[config.mk]
export PLATFORM = sky130hd
export DESIGN_NAME = ddr_port_arbiter_flat
export DESIGN_NICKNAME = d
export VERILOG_FILES = /design/src/rtl/ddr_port_arbiter_pkg.sv /design/src/rtl/ddr_port_arbiter_if.sv /design/src/rtl/ddr_port_arbiter_arb_select.sv /design/src/rtl/ddr_port_arbiter.sv /design/src/flat_wrapper.sv
export SDC_FILE = /design/constraint.sdc
export NUM_CORES = 1
export LEC_CHECK = 0
export ABC_AREA = 1
export ABC_CLOCK_PERIOD_IN_PS = 2700
export BUFFER_PORTS_ARGS = -buffer_cell sky130_fd_sc_hd__buf_2
export CORE_AREA = 2 2 133 135
export DETAILED_ROUTE_END_ITERATION = 6
export DIE_AREA = 0 0 135 137
export GPL_ROUTABILITY_DRIVEN = 0
export PLACE_DENSITY = 0.55
export REMOVE_ABC_BUFFERS = 1
export SLEW_MARGIN = 25
export SYNTH_ARGS = -nofsm -noshare
export SYNTH_HDL_FRONTEND = slang
export SYNTH_HIERARCHICAL = 1
export SYNTH_SLANG_ARGS = --single-unit
[constraint.sdc]
create_clock -name clk -period 2.7 [get_ports clk]
set_input_delay 0.27 -clock clk [delete_from_list [all_inputs] [get_ports clk]]
set_output_delay 0.27 -clock clk [all_outputs]
set_load 0.005 [all_outputs]
[src/rtl/ddr_port_arbiter_pkg.sv]
// Shared types and constants for the DDR port arbiter slice.
// Provides FSM state encoding, default widths and requester index names.
package ap_ddr_pkg;

    localparam int N_REQ_DEF      = 4;
    localparam int DDR_ADDR_W_DEF = 28;
    localparam int DATA_W_DEF     = 16;
    localparam int LEN_W_DEF      = 10;

    localparam int REQ_ICACHE    = 0;
    localparam int REQ_DCACHE_LD = 1;
    localparam int REQ_DCACHE_ST = 2;
    localparam int REQ_JMP       = 3;

    localparam logic [1:0] S_IDLE = 2'd0;
    localparam logic [1:0] S_RD   = 2'd1;
    localparam logic [1:0] S_WR   = 2'd2;
    localparam logic [1:0] S_DONE = 2'd3;

    typedef enum logic [1:0] {
        ST_IDLE = S_IDLE,
        ST_RD   = S_RD,
        ST_WR   = S_WR,
        ST_DONE = S_DONE
    } state_t;

endpackage

[src/rtl/ddr_port_arbiter_if.sv]
// DDR burst interface between the arbiter (master) and DDR controller (slave).
// Carries read/write burst request, address, length, data and strobes.
interface ddr_port_arbiter_if #(
    parameter int ADDR_W = 28,
    parameter int LEN_W  = 10,
    parameter int DATA_W = 16
);
    logic              rd_burst_req;
    logic [ADDR_W-1:0] rd_burst_addr;
    logic [LEN_W-1:0]  rd_burst_len;
    logic              rd_burst_data_valid;
    logic              rd_burst_finish;
    logic              wr_burst_req;
    logic [ADDR_W-1:0] wr_burst_addr;
    logic [LEN_W-1:0]  wr_burst_len;
    logic [DATA_W-1:0] wr_burst_data;
    logic              wr_burst_data_req;
    logic              wr_burst_finish;

    modport master (
        output rd_burst_req, rd_burst_addr, rd_burst_len,
        output wr_burst_req, wr_burst_addr, wr_burst_len,
        output wr_burst_data,
        input  rd_burst_data_valid, rd_burst_finish,
        input  wr_burst_data_req, wr_burst_finish
    );

    modport slave (
        input  rd_burst_req, rd_burst_addr, rd_burst_len,
        input  wr_burst_req, wr_burst_addr, wr_burst_len,
        input  wr_burst_data,
        output rd_burst_data_valid, rd_burst_finish,
        output wr_burst_data_req, wr_burst_finish
    );
endinterface

[src/rtl/ddr_port_arbiter_arb_select.sv]
// Combinational priority encoder: pending -> one-hot pick, index, any.
// With DDR_ARB_ROUND_ROBIN_EN the search starts at ptr, else at bit 0.
module arb_select #(
    parameter int N  = 4,
    parameter int IW = 2
) (
    input  logic [N-1:0]  pending,
`ifdef DDR_ARB_ROUND_ROBIN_EN
    input  logic [IW-1:0] ptr,
`endif
    output logic [N-1:0]  onehot,
    output logic [IW-1:0] idx,
    output logic          any
);
    always_comb begin
        int j;
        onehot = '0;
        idx    = '0;
        any    = 1'b0;
        j      = 0;
        for (int i = 0; i < N; i++) begin
`ifdef DDR_ARB_ROUND_ROBIN_EN
            j = (int'(ptr) + i) % N;
`else
            j = i;
`endif
            if (!any && pending[j]) begin
                any       = 1'b1;
                onehot[j] = 1'b1;
                idx       = IW'(j);
            end
        end
    end
endmodule

[src/rtl/ddr_port_arbiter.sv]
// Arbitrates N_REQ burst requesters onto one DDR burst interface.
// Ports: clk, rst (async high), req_rd/req_wr/req_addr/req_len/req_wdata in;
// gnt/done/rd_valid/wr_data_req/busy out; ddr = DDR master modport.
// Optional: define DDR_ARB_ROUND_ROBIN_EN for rotating priority.
module ddr_port_arbiter
    import ap_ddr_pkg::*;
#(
    parameter int N_REQ          = N_REQ_DEF,
    parameter int DDR_ADDR_WIDTH = DDR_ADDR_W_DEF,
    parameter int DATA_WIDTH     = DATA_W_DEF,
    parameter int LEN_WIDTH      = LEN_W_DEF
) (
    input  logic                          clk,
    input  logic                          rst,
    input  logic [N_REQ-1:0]              req_rd,
    input  logic [N_REQ-1:0]              req_wr,
    input  logic [N_REQ*DDR_ADDR_WIDTH-1:0] req_addr,
    input  logic [N_REQ*LEN_WIDTH-1:0]    req_len,
    input  logic [N_REQ*DATA_WIDTH-1:0]   req_wdata,
    output logic [N_REQ-1:0]              gnt,
    output logic [N_REQ-1:0]              done,
    output logic [N_REQ-1:0]              rd_valid,
    output logic [N_REQ-1:0]              wr_data_req,
    output logic                          busy,
    ddr_port_arbiter_if.master            ddr
);
    localparam int IW = (N_REQ > 1) ? $clog2(N_REQ) : 1;

    state_t                    state;
    logic [IW-1:0]             idx_q;
    logic [DDR_ADDR_WIDTH-1:0] addr_q;
    logic [LEN_WIDTH-1:0]      len_q;
    logic [N_REQ-1:0]          gnt_q;
    logic [N_REQ-1:0]          done_q;
    logic                      rd_req_q;
    logic                      wr_req_q;

    logic [N_REQ-1:0]          sel_oh;
    logic [IW-1:0]             sel_idx;
    logic                      sel_any;
    logic [LEN_WIDTH-1:0]      sel_len;
    logic [DDR_ADDR_WIDTH-1:0] sel_addr;

`ifdef DDR_ARB_ROUND_ROBIN_EN
    logic [IW-1:0] ptr_q;
    logic [IW-1:0] ptr_nxt;

    // Next search start is one past the requester being completed.
    assign ptr_nxt = (idx_q == IW'(N_REQ - 1)) ? '0 : idx_q + 1'b1;
`endif

    arb_select #(
        .N  (N_REQ),
        .IW (IW)
    ) u_sel (
        .pending (req_rd | req_wr),
`ifdef DDR_ARB_ROUND_ROBIN_EN
        .ptr     (ptr_q),
`endif
        .onehot  (sel_oh),
        .idx     (sel_idx),
        .any     (sel_any)
    );

    assign sel_len  = req_len[sel_idx*LEN_WIDTH +: LEN_WIDTH];
    assign sel_addr = req_addr[sel_idx*DDR_ADDR_WIDTH +: DDR_ADDR_WIDTH];

    always_ff @(posedge clk or posedge rst) begin
        if (rst) begin
            state    <= ST_IDLE;
            idx_q    <= '0;
            addr_q   <= '0;
            len_q    <= '0;
            gnt_q    <= '0;
            done_q   <= '0;
            rd_req_q <= 1'b0;
            wr_req_q <= 1'b0;
`ifdef DDR_ARB_ROUND_ROBIN_EN
            ptr_q    <= '0;
`endif
        end else begin
            done_q <= '0;
            unique case (state)
                ST_IDLE: begin
                    if (sel_any) begin
                        idx_q  <= sel_idx;
                        addr_q <= sel_addr;
                        len_q  <= sel_len;
                        if (sel_len == '0) begin
                            // Empty burst: complete without touching DDR.
                            state  <= ST_DONE;
                            done_q <= sel_oh;
`ifdef DDR_ARB_ROUND_ROBIN_EN
                            ptr_q  <= (sel_idx == IW'(N_REQ - 1)) ?
                                      '0 : sel_idx + 1'b1;
`endif
                        end else begin
                            gnt_q <= sel_oh;
                            // Read wins when both are raised.
                            if (req_rd[sel_idx]) begin
                                state    <= ST_RD;
                                rd_req_q <= 1'b1;
                            end else begin
                                state    <= ST_WR;
                                wr_req_q <= 1'b1;
                            end
                        end
                    end
                end
                ST_RD: begin
                    if (ddr.rd_burst_finish) begin
                        state    <= ST_DONE;
                        rd_req_q <= 1'b0;
                        gnt_q    <= '0;
                        done_q   <= gnt_q;
`ifdef DDR_ARB_ROUND_ROBIN_EN
                        ptr_q    <= ptr_nxt;
`endif
                    end
                end
                ST_WR: begin
                    if (ddr.wr_burst_finish) begin
                        state    <= ST_DONE;
                        wr_req_q <= 1'b0;
                        gnt_q    <= '0;
                        done_q   <= gnt_q;
`ifdef DDR_ARB_ROUND_ROBIN_EN
                        ptr_q    <= ptr_nxt;
`endif
                    end
                end
                ST_DONE: state <= ST_IDLE;
                default: state <= ST_IDLE;
            endcase
        end
    end

    assign gnt  = gnt_q;
    assign done = done_q;
    assign busy = (state != ST_IDLE);

    // Strobes are steered by the held one-hot grant.
    assign rd_valid = (state == ST_RD && ddr.rd_burst_data_valid) ?
                      gnt_q : '0;
    assign wr_data_req = (state == ST_WR && ddr.wr_burst_data_req) ?
                         gnt_q : '0;

    assign ddr.rd_burst_req  = rd_req_q;
    assign ddr.rd_burst_addr = addr_q;
    assign ddr.rd_burst_len  = len_q;
    assign ddr.wr_burst_req  = wr_req_q;
    assign ddr.wr_burst_addr = addr_q;
    assign ddr.wr_burst_len  = len_q;
    assign ddr.wr_burst_data = (state == ST_WR) ?
        req_wdata[idx_q*DATA_WIDTH +: DATA_WIDTH] : '0;
endmodule

[src/flat_wrapper.sv]
// flat-port wrapper written by rule: the top's interface ports become plain ports
module ddr_port_arbiter_flat import ap_ddr_pkg::*;
#(
    parameter int N_REQ          = N_REQ_DEF,
    parameter int DDR_ADDR_WIDTH = DDR_ADDR_W_DEF,
    parameter int DATA_WIDTH     = DATA_W_DEF,
    parameter int LEN_WIDTH      = LEN_W_DEF
)
  (clk, rst, req_rd, req_wr, req_addr, req_len, req_wdata, gnt, done, rd_valid, wr_data_req, busy, ddr_rd_burst_req, ddr_rd_burst_addr, ddr_rd_burst_len, ddr_wr_burst_req, ddr_wr_burst_addr, ddr_wr_burst_len, ddr_wr_burst_data, ddr_rd_burst_data_valid, ddr_rd_burst_finish, ddr_wr_burst_data_req, ddr_wr_burst_finish);
  ddr_port_arbiter_if #(.ADDR_W((28)), .LEN_W((10)), .DATA_W((16))) ddr_i ();
  input  logic clk;
  input  logic rst;
  input  logic [N_REQ-1:0] req_rd;
  input  logic [N_REQ-1:0] req_wr;
  input  logic [N_REQ*DDR_ADDR_WIDTH-1:0] req_addr;
  input  logic [N_REQ*LEN_WIDTH-1:0] req_len;
  input  logic [N_REQ*DATA_WIDTH-1:0] req_wdata;
  output logic [N_REQ-1:0] gnt;
  output logic [N_REQ-1:0] done;
  output logic [N_REQ-1:0] rd_valid;
  output logic [N_REQ-1:0] wr_data_req;
  output logic busy;
  output wire logic [$bits(ddr_i.rd_burst_req)-1:0] ddr_rd_burst_req;
  output wire logic [$bits(ddr_i.rd_burst_addr)-1:0] ddr_rd_burst_addr;
  output wire logic [$bits(ddr_i.rd_burst_len)-1:0] ddr_rd_burst_len;
  output wire logic [$bits(ddr_i.wr_burst_req)-1:0] ddr_wr_burst_req;
  output wire logic [$bits(ddr_i.wr_burst_addr)-1:0] ddr_wr_burst_addr;
  output wire logic [$bits(ddr_i.wr_burst_len)-1:0] ddr_wr_burst_len;
  output wire logic [$bits(ddr_i.wr_burst_data)-1:0] ddr_wr_burst_data;
  input wire logic [$bits(ddr_i.rd_burst_data_valid)-1:0] ddr_rd_burst_data_valid;
  input wire logic [$bits(ddr_i.rd_burst_finish)-1:0] ddr_rd_burst_finish;
  input wire logic [$bits(ddr_i.wr_burst_data_req)-1:0] ddr_wr_burst_data_req;
  input wire logic [$bits(ddr_i.wr_burst_finish)-1:0] ddr_wr_burst_finish;
  assign ddr_rd_burst_req = ddr_i.rd_burst_req;
  assign ddr_rd_burst_addr = ddr_i.rd_burst_addr;
  assign ddr_rd_burst_len = ddr_i.rd_burst_len;
  assign ddr_wr_burst_req = ddr_i.wr_burst_req;
  assign ddr_wr_burst_addr = ddr_i.wr_burst_addr;
  assign ddr_wr_burst_len = ddr_i.wr_burst_len;
  assign ddr_wr_burst_data = ddr_i.wr_burst_data;
  assign ddr_i.rd_burst_data_valid = ddr_rd_burst_data_valid;
  assign ddr_i.rd_burst_finish = ddr_rd_burst_finish;
  assign ddr_i.wr_burst_data_req = ddr_wr_burst_data_req;
  assign ddr_i.wr_burst_finish = ddr_wr_burst_finish;
  ddr_port_arbiter #(.N_REQ(N_REQ), .DDR_ADDR_WIDTH(DDR_ADDR_WIDTH), .DATA_WIDTH(DATA_WIDTH), .LEN_WIDTH(LEN_WIDTH)) u_core (.clk(clk), .rst(rst), .req_rd(req_rd), .req_wr(req_wr), .req_addr(req_addr), .req_len(req_len), .req_wdata(req_wdata), .gnt(gnt), .done(done), .rd_valid(rd_valid), .wr_data_req(wr_data_req), .busy(busy), .ddr(ddr_i));
endmodule
== Word level (Yosys, flattened, before mapping) ==
Cells that the tools add are included.

* $lt $le $gt $ge: 1
* Shifts and indexed selects: 3
* Reductions and logical operators: 19
* Equality and inequality tests: 9
* Bitwise logic cells: 1
* Mux-type cells: 41
* Multiply operators: 2

{| class="wikitable"
|+ Operators by type and width
! operator !! count
|-
| $shiftx 112x8->28 || 1
|-
| $shiftx 64x7->16 || 1
|-
| $mux 4 || 10
|-
| $shiftx 40x7->10 || 1
|-
| $pmux 4 s3 || 2
|-
| $mux 1 || 17
|-
| $mux 16 || 1
|-
| $reduce_and 5->1 || 3
|-
| $mux 2 || 7
|-
| $logic_not 10->1 || 1
|-
| $mul 2x3->5 const B || 2
|-
| $ne 2x2->1 const B || 4
|-
| $pmux 2 s4 || 1
|-
| $reduce_bool 2->1 || 3
|-
| $logic_and 1x1->1 || 5
|-
| $eq 2x2->1 const B || 2
|-
| $ne 2x1->1 const B || 2
|-
| $or 4x4->4 || 1
|-
| $pmux 1 s2 || 2
|-
| $logic_not 1->1 || 3
|-
| $lt 2x3->1 const B || 1
|-
| $reduce_and 3->1 || 1
|-
| $reduce_bool 3->1 || 1
|-
| $bmux 1 s2 || 1
|-
| 3 further kinds || 3
|}

* Logic and storage cells: 84
* Register bits: 52
* Output and inout bits: 111
* Input port bits: 230

== Depth between registers and ports, before layout ==
* Depth after elaboration: 17
* Depth in mapped cells: 16
* Mapped depth without buffers: 14

== By module ==
The synthesis kept the hierarchy.

{| class="wikitable"
|+ Modules (own cells, without submodules)
! module !! area each (µm²) !! cells each !! sequential area each (µm²) !! instances
|-
| ddr_port_arbiter || 4285.4 || 683 || 1301.2 || 1
|-
| arb_select || 62.6 || 13 || 0.0 || 1
|}

== Worst setup path before layout ==
Ideal clock, no wire load.

* Kind: in2reg
* Start point: input port req_rd[1]
* End point: register u_core.gnt_q[0], in the netlist u_core/gnt[0]
* Buffers on the path: 2
* Arrival time: 1.924 ns
* Path slack: 0.710 ns
* Library setup time: 0.067 ns
* Cell stages on the path: 16
* Cell sequence: or2_2 > nor2_2 > nand3_1 > nand2_1 > buf_6 > inv_4 > buf_6 > nand2_2 > nand3_1 > nand2_2 > nand2_2 > nor2_8 > nand4_4 > nand3_2 > nand2_1 > nand2_1

* Longest elaborated chain between the ends: 14

{| class="wikitable"
|+ Ends and longest elaborated chain
! element !! RTL line !! text
|-
| start, declared || flat_wrapper.sv:13 || <nowiki>input logic [N_REQ-1:0] req_rd;</nowiki>
|-
| $or 4x4->4 * || ddr_port_arbiter.sv:56 || <nowiki>.pending (req_rd | req_wr),</nowiki>
|-
| $logic_and 1x1->1 * || ddr_port_arbiter_arb_select.sv:27 || <nowiki>if (!any && pending[j]) begin</nowiki>
|-
| $mux 1 || ddr_port_arbiter_arb_select.sv:27 ||
|-
| $logic_not 1->1 || ddr_port_arbiter_arb_select.sv:27 ||
|-
| $logic_and 1x1->1 || ddr_port_arbiter_arb_select.sv:27 ||
|-
| $mux 1 || ddr_port_arbiter_arb_select.sv:27 ||
|-
| $logic_not 1->1 || ddr_port_arbiter_arb_select.sv:27 ||
|-
| $logic_and 1x1->1 || ddr_port_arbiter_arb_select.sv:27 ||
|-
| $mux 2 * || ddr_port_arbiter_arb_select.sv:27 ||
|-
| via u_core.sel_idx[0] || ddr_port_arbiter.sv:39 || <nowiki>logic [IW-1:0] sel_idx;</nowiki>
|-
| $mul 2x3->5 * || ddr_port_arbiter.sv:65 || <nowiki>assign sel_len = req_len[sel_idx*LEN_WIDTH +: LEN_WIDTH];</nowiki>
|-
| $shiftx 40x7->10 * || ddr_port_arbiter.sv:65 ||
|-
| $logic_not 10->1 * || ddr_port_arbiter.sv:89 || <nowiki>if (sel_len == '0) begin</nowiki>
|-
| $ne 2x2->1 (no source line) * || n/a ||
|-
| $reduce_and 5->1 (no source line) * || n/a ||
|-
| end signal, assigned || ddr_port_arbiter.sv:98 || <nowiki>gnt_q <= sel_oh;</nowiki>
|-
| end, declared || ddr_port_arbiter.sv:33 || <nowiki>logic [N_REQ-1:0] gnt_q;</nowiki>
|}

Mark *: on every way through the listed nets, which the timed path passes. The rest lies on a longest branch.
A chain may end at the register's enable or synchronous reset.

== Worst setup path in the final report ==
* Start point: register u_core.idx_q[0]
* End point: output port ddr_wr_burst_data[11]

* Longest elaborated chain between the ends: 2

{| class="wikitable"
|+ Ends and longest elaborated chain
! element !! RTL line !! text
|-
| start, declared || ddr_port_arbiter.sv:30 || <nowiki>logic [IW-1:0] idx_q;</nowiki>
|-
| start signal, assigned || ddr_port_arbiter.sv:86 || <nowiki>idx_q <= sel_idx;</nowiki>
|-
| $shiftx 64x7->16 || ddr_port_arbiter.sv:155 || <nowiki>req_wdata[idx_q*DATA_WIDTH +: DATA_WIDTH] : '0;</nowiki>
|-
| $mux 16 || ddr_port_arbiter.sv:154 || <nowiki>assign ddr.wr_burst_data = (state == ST_WR) ?</nowiki>
|-
| end, declared || flat_wrapper.sv:29 || <nowiki>output wire logic [$bits(ddr_i.wr_burst_data)-1:0] ddr_wr_burst_data;</nowiki>
|}

Every way passes these cells.

==> flow_summary.yaml <==
status:
  run_status: "finished clean"
routing:
  mean_number_of_vias_per_cell: 4.53
  via_count: 5433
  detail-route-antenna-nets: 0
  first_pass_iters: 5
  drtIter0Drc: 272
  drc: 0
  avgRoutedWirePerCell_um: 15.0
  finalWirelength_um: 18000
cts:
  clock_tree_from_tritoncts: "yes"
  cts.clk_slew.worst_paths_ns: 0.08
  ctsHoldBuffers: 0
  cts_max_level: 2
  cts.path.max_buffers: 2
  cts_repair_resize_count: 0
  worstSkewPairLatency_ns: 0.30
  cts_inserted_buffers: 5
  clock_tree_root_driver_cell: "clkbuf_16"
  cts_setup_buffers: 0
  cts_num_sinks: 52
layout:
  multi_input_area_um2: 2430
  fin_nets: 1205
  final_core_utilization_pct: 35.6
  ff_latch_area_um2: 1300
  final_cell_mix: "340 x buf_2, 225 x nor2_1, 87 x nand2_1"
  layout.filler_cells: 1934
  final_layout_size_suffix_gt1_share_pct: 39.9
  layout_commonest_cell: "buf_2"
  synthToLayoutAreaGrowth_pct: 39.7
setup_path:
  crit_required_ns: 2.43
  rr_worst_depth: 8
  timing.rr.start: "u_core/state[0]"
  worstSetupStartpointType: "register"
  cp_data_arrival_time_ns: 1.98
  startpoint_to_endpoint_class_of_the_critical_path: "register to output port"
  crit_fanout: 32
  r2r_setup_slack_ns: 0.60
  r2r_end: "u_core/gnt[2]"
  timing.critical_path.to_type: "output port"
power:
  switching_share_pct: 44.0
  power_density_nw_per_um2: 742
  p_clk_share_pct: 14.5
  power.share.sequential_pct: 31.6
  static-leakage-power_nw: 3.25
  power_frac_comb_pct: 53.9
  power_report.internal_total_mw: 2.52
  peakVddDrop_mv: 0.265
  power.switching_mw: 1.98
timing:
  rsz0062_at_grt: "no"
  max_slew.worst_pin.slew_ns: 0.912
  maxSlewHeadroom_pct: 39.2
  finalSetupViolCount: 0
  clock_skew_ns: 0.0104
  layout_min_cycle_time_ns: 2.25
  final-max-slew-violation-count: 0
  finalWorstSetupSlack_ns: 0.449
  finalHoldViolCount: 0
  timing.fmax_mhz: 444
  fin_hold_ws_ns: 0.0479
  timing.final.crit_share_pct: 83.4
  setup_total_negative_slack_ns: 0
grt:
  first_pass_grt_wire_length_um: 26000
  grt_max_degree: 57
  antenna_found_initial: 4
  grt_pass1_vias: 4860
  global_route.overflow_total: 0
  grt_util_all_layers_pct: 18.3
yosys:
  synth.ff_latch_count: 52
  synth.yosys.warnings: 6
  synthesis.area_um2: 4350
  synthCells: 696
  ys_types: 27
  synth_seq_area_share_pct: 29.9
  syn-mean-instance-area_um2: 6.25
floorplanning:
  coreArea_um2: 17100
  die-height_um: 137
  floorplan.rows: 48
  die_x_um: 135
  starting_density_of_the_core_pct: 25.5
  fp.dieArea_um2: 18500
  design.portCount: 341
placed_design:
  placement_setup_slack_ns: 0.316
  place.port_buffers: 340
  hpwl_um: 14300
worst_hold_path:
  hp-class: "input pin to async pin"
job:
  cap_viol_max_count: 0
## critical path, cell delays in order (launching register included)
cell and delay, ns:
dfrtp_1 0.38, inv_1 0.58, o21ai_0 0.23, a21oi_1 0.31, buf_2 0.18
## cell usage after synthesis
master / number / area, um^2
nor2_1: 225 / 845
nand2_1: 88 / 330
o21ai_0: 72 / 360
dfrtp_1: 52 / 1300
buf_4: 42 / 315
o21ai_1: 34 / 170
a31oi_1: 28 / 175
nand3_1: 26 / 130
inv_1: 24 / 90.1
a21oi_1: 21 / 105
clkbuf_1: 21 / 78.8
buf_2: 12 / 60.1
nand2_2: 10 / 62.6
nand4_1: 9 / 56.3
buf_1: 6 / 22.5
or2_2: 5 / 31.3
ha_1: 4 / 50.1
inv_2: 4 / 15.0
buf_6: 3 / 33.8
nand3_2: 2 / 20.0
nor2_8: 2 / 40.0
a22o_1: 1 / 8.76
inv_4: 1 / 6.26
nand3b_1: 1 / 7.51
nand4_4: 1 / 21.3
nor2_2: 1 / 6.26
nor3_1: 1 / 5.00
## kinds of logic (layout without fill, tap and decap cells)
logic type,count (synthesis),after routing,synth area share (%)
DFF,52,52,29.9
buffers and inverters,113,389,14.3
and+or+nand+nor,371,371,35.8
adders and majority gates,4,4,1.15
other,0,2,0
AOI/OAI and AO/OA,156,156,18.8
## through the flow
stage               total power, mW  area, um^2  instances
CTS                            4.58        6070       1197
floorplan                      2.64        3840        612
finish                         4.51        6070       1199
global route                   4.92        6070       1198
global placement               3.89        5930       1189
detailed placement             3.90        5930       1189
## sequential cells by signal, indices dropped and copies added, names as in the netlist
| register | cells |
|---|---|
| u_core/ddr.wr_burst_req | 1 |
| u_core/idx_q | 2 |
| u_core/ddr.rd_burst_addr | 28 |
| u_core/state | 2 |
| u_core/ddr.rd_burst_req | 1 |
| u_core/ddr.rd_burst_len | 10 |
| u_core/done | 4 |
| u_core/gnt | 4 |
## cell type report
cell class	instances	share of cell area [%]
Sequential cell	52	21.4
Antenna cell	2	0.0824
Inverter	29	1.83
Clock inverter	2	0.227
Tap cell	225	4.64
Clock buffer	6	2.12
Multi-Input combinational cell	531	40.0
Timing Repair Buffer	352	29.7
## metal layers
metal / vias to the layer above / GRT usage, % / part of all wire, %
met3: 12 / 5.07 / 8.4
met4: 4 / 2.66 / 0.66
met2: 239 / 35.4 / 52
met5: - / 0 / 0.15
li1: 2773 / - / -
met1: 2405 / 20.3 / 39
## power groups by stage
stage	Combinational, mW	Sequential, mW	Clock (mW)
after floorplan	1.16	1.48	0
after global placement	2.45	1.44	0
after detailed placement	2.46	1.44	0
after CTS	2.46	1.44	0.682
after global routing	2.74	1.48	0.710
final	2.43	1.42	0.655
## worst max-delay path by stage
stage	end	from	depth (start not counted)
floorplan	u_core/gnt[0]	req_rd[1]	14
global placement	u_core/ddr.wr_burst_req	req_rd[1]	14
global route	ddr_wr_burst_data[3]	u_core/idx_q[0]	4
CTS	ddr_wr_burst_data[11]	u_core/idx_q[0]	4
detailed placement	u_core/ddr.wr_burst_req	req_rd[1]	14
finish	ddr_wr_burst_data[11]	u_core/idx_q[0]	4
No activity file was read; power rests on OpenSTA's default activity.
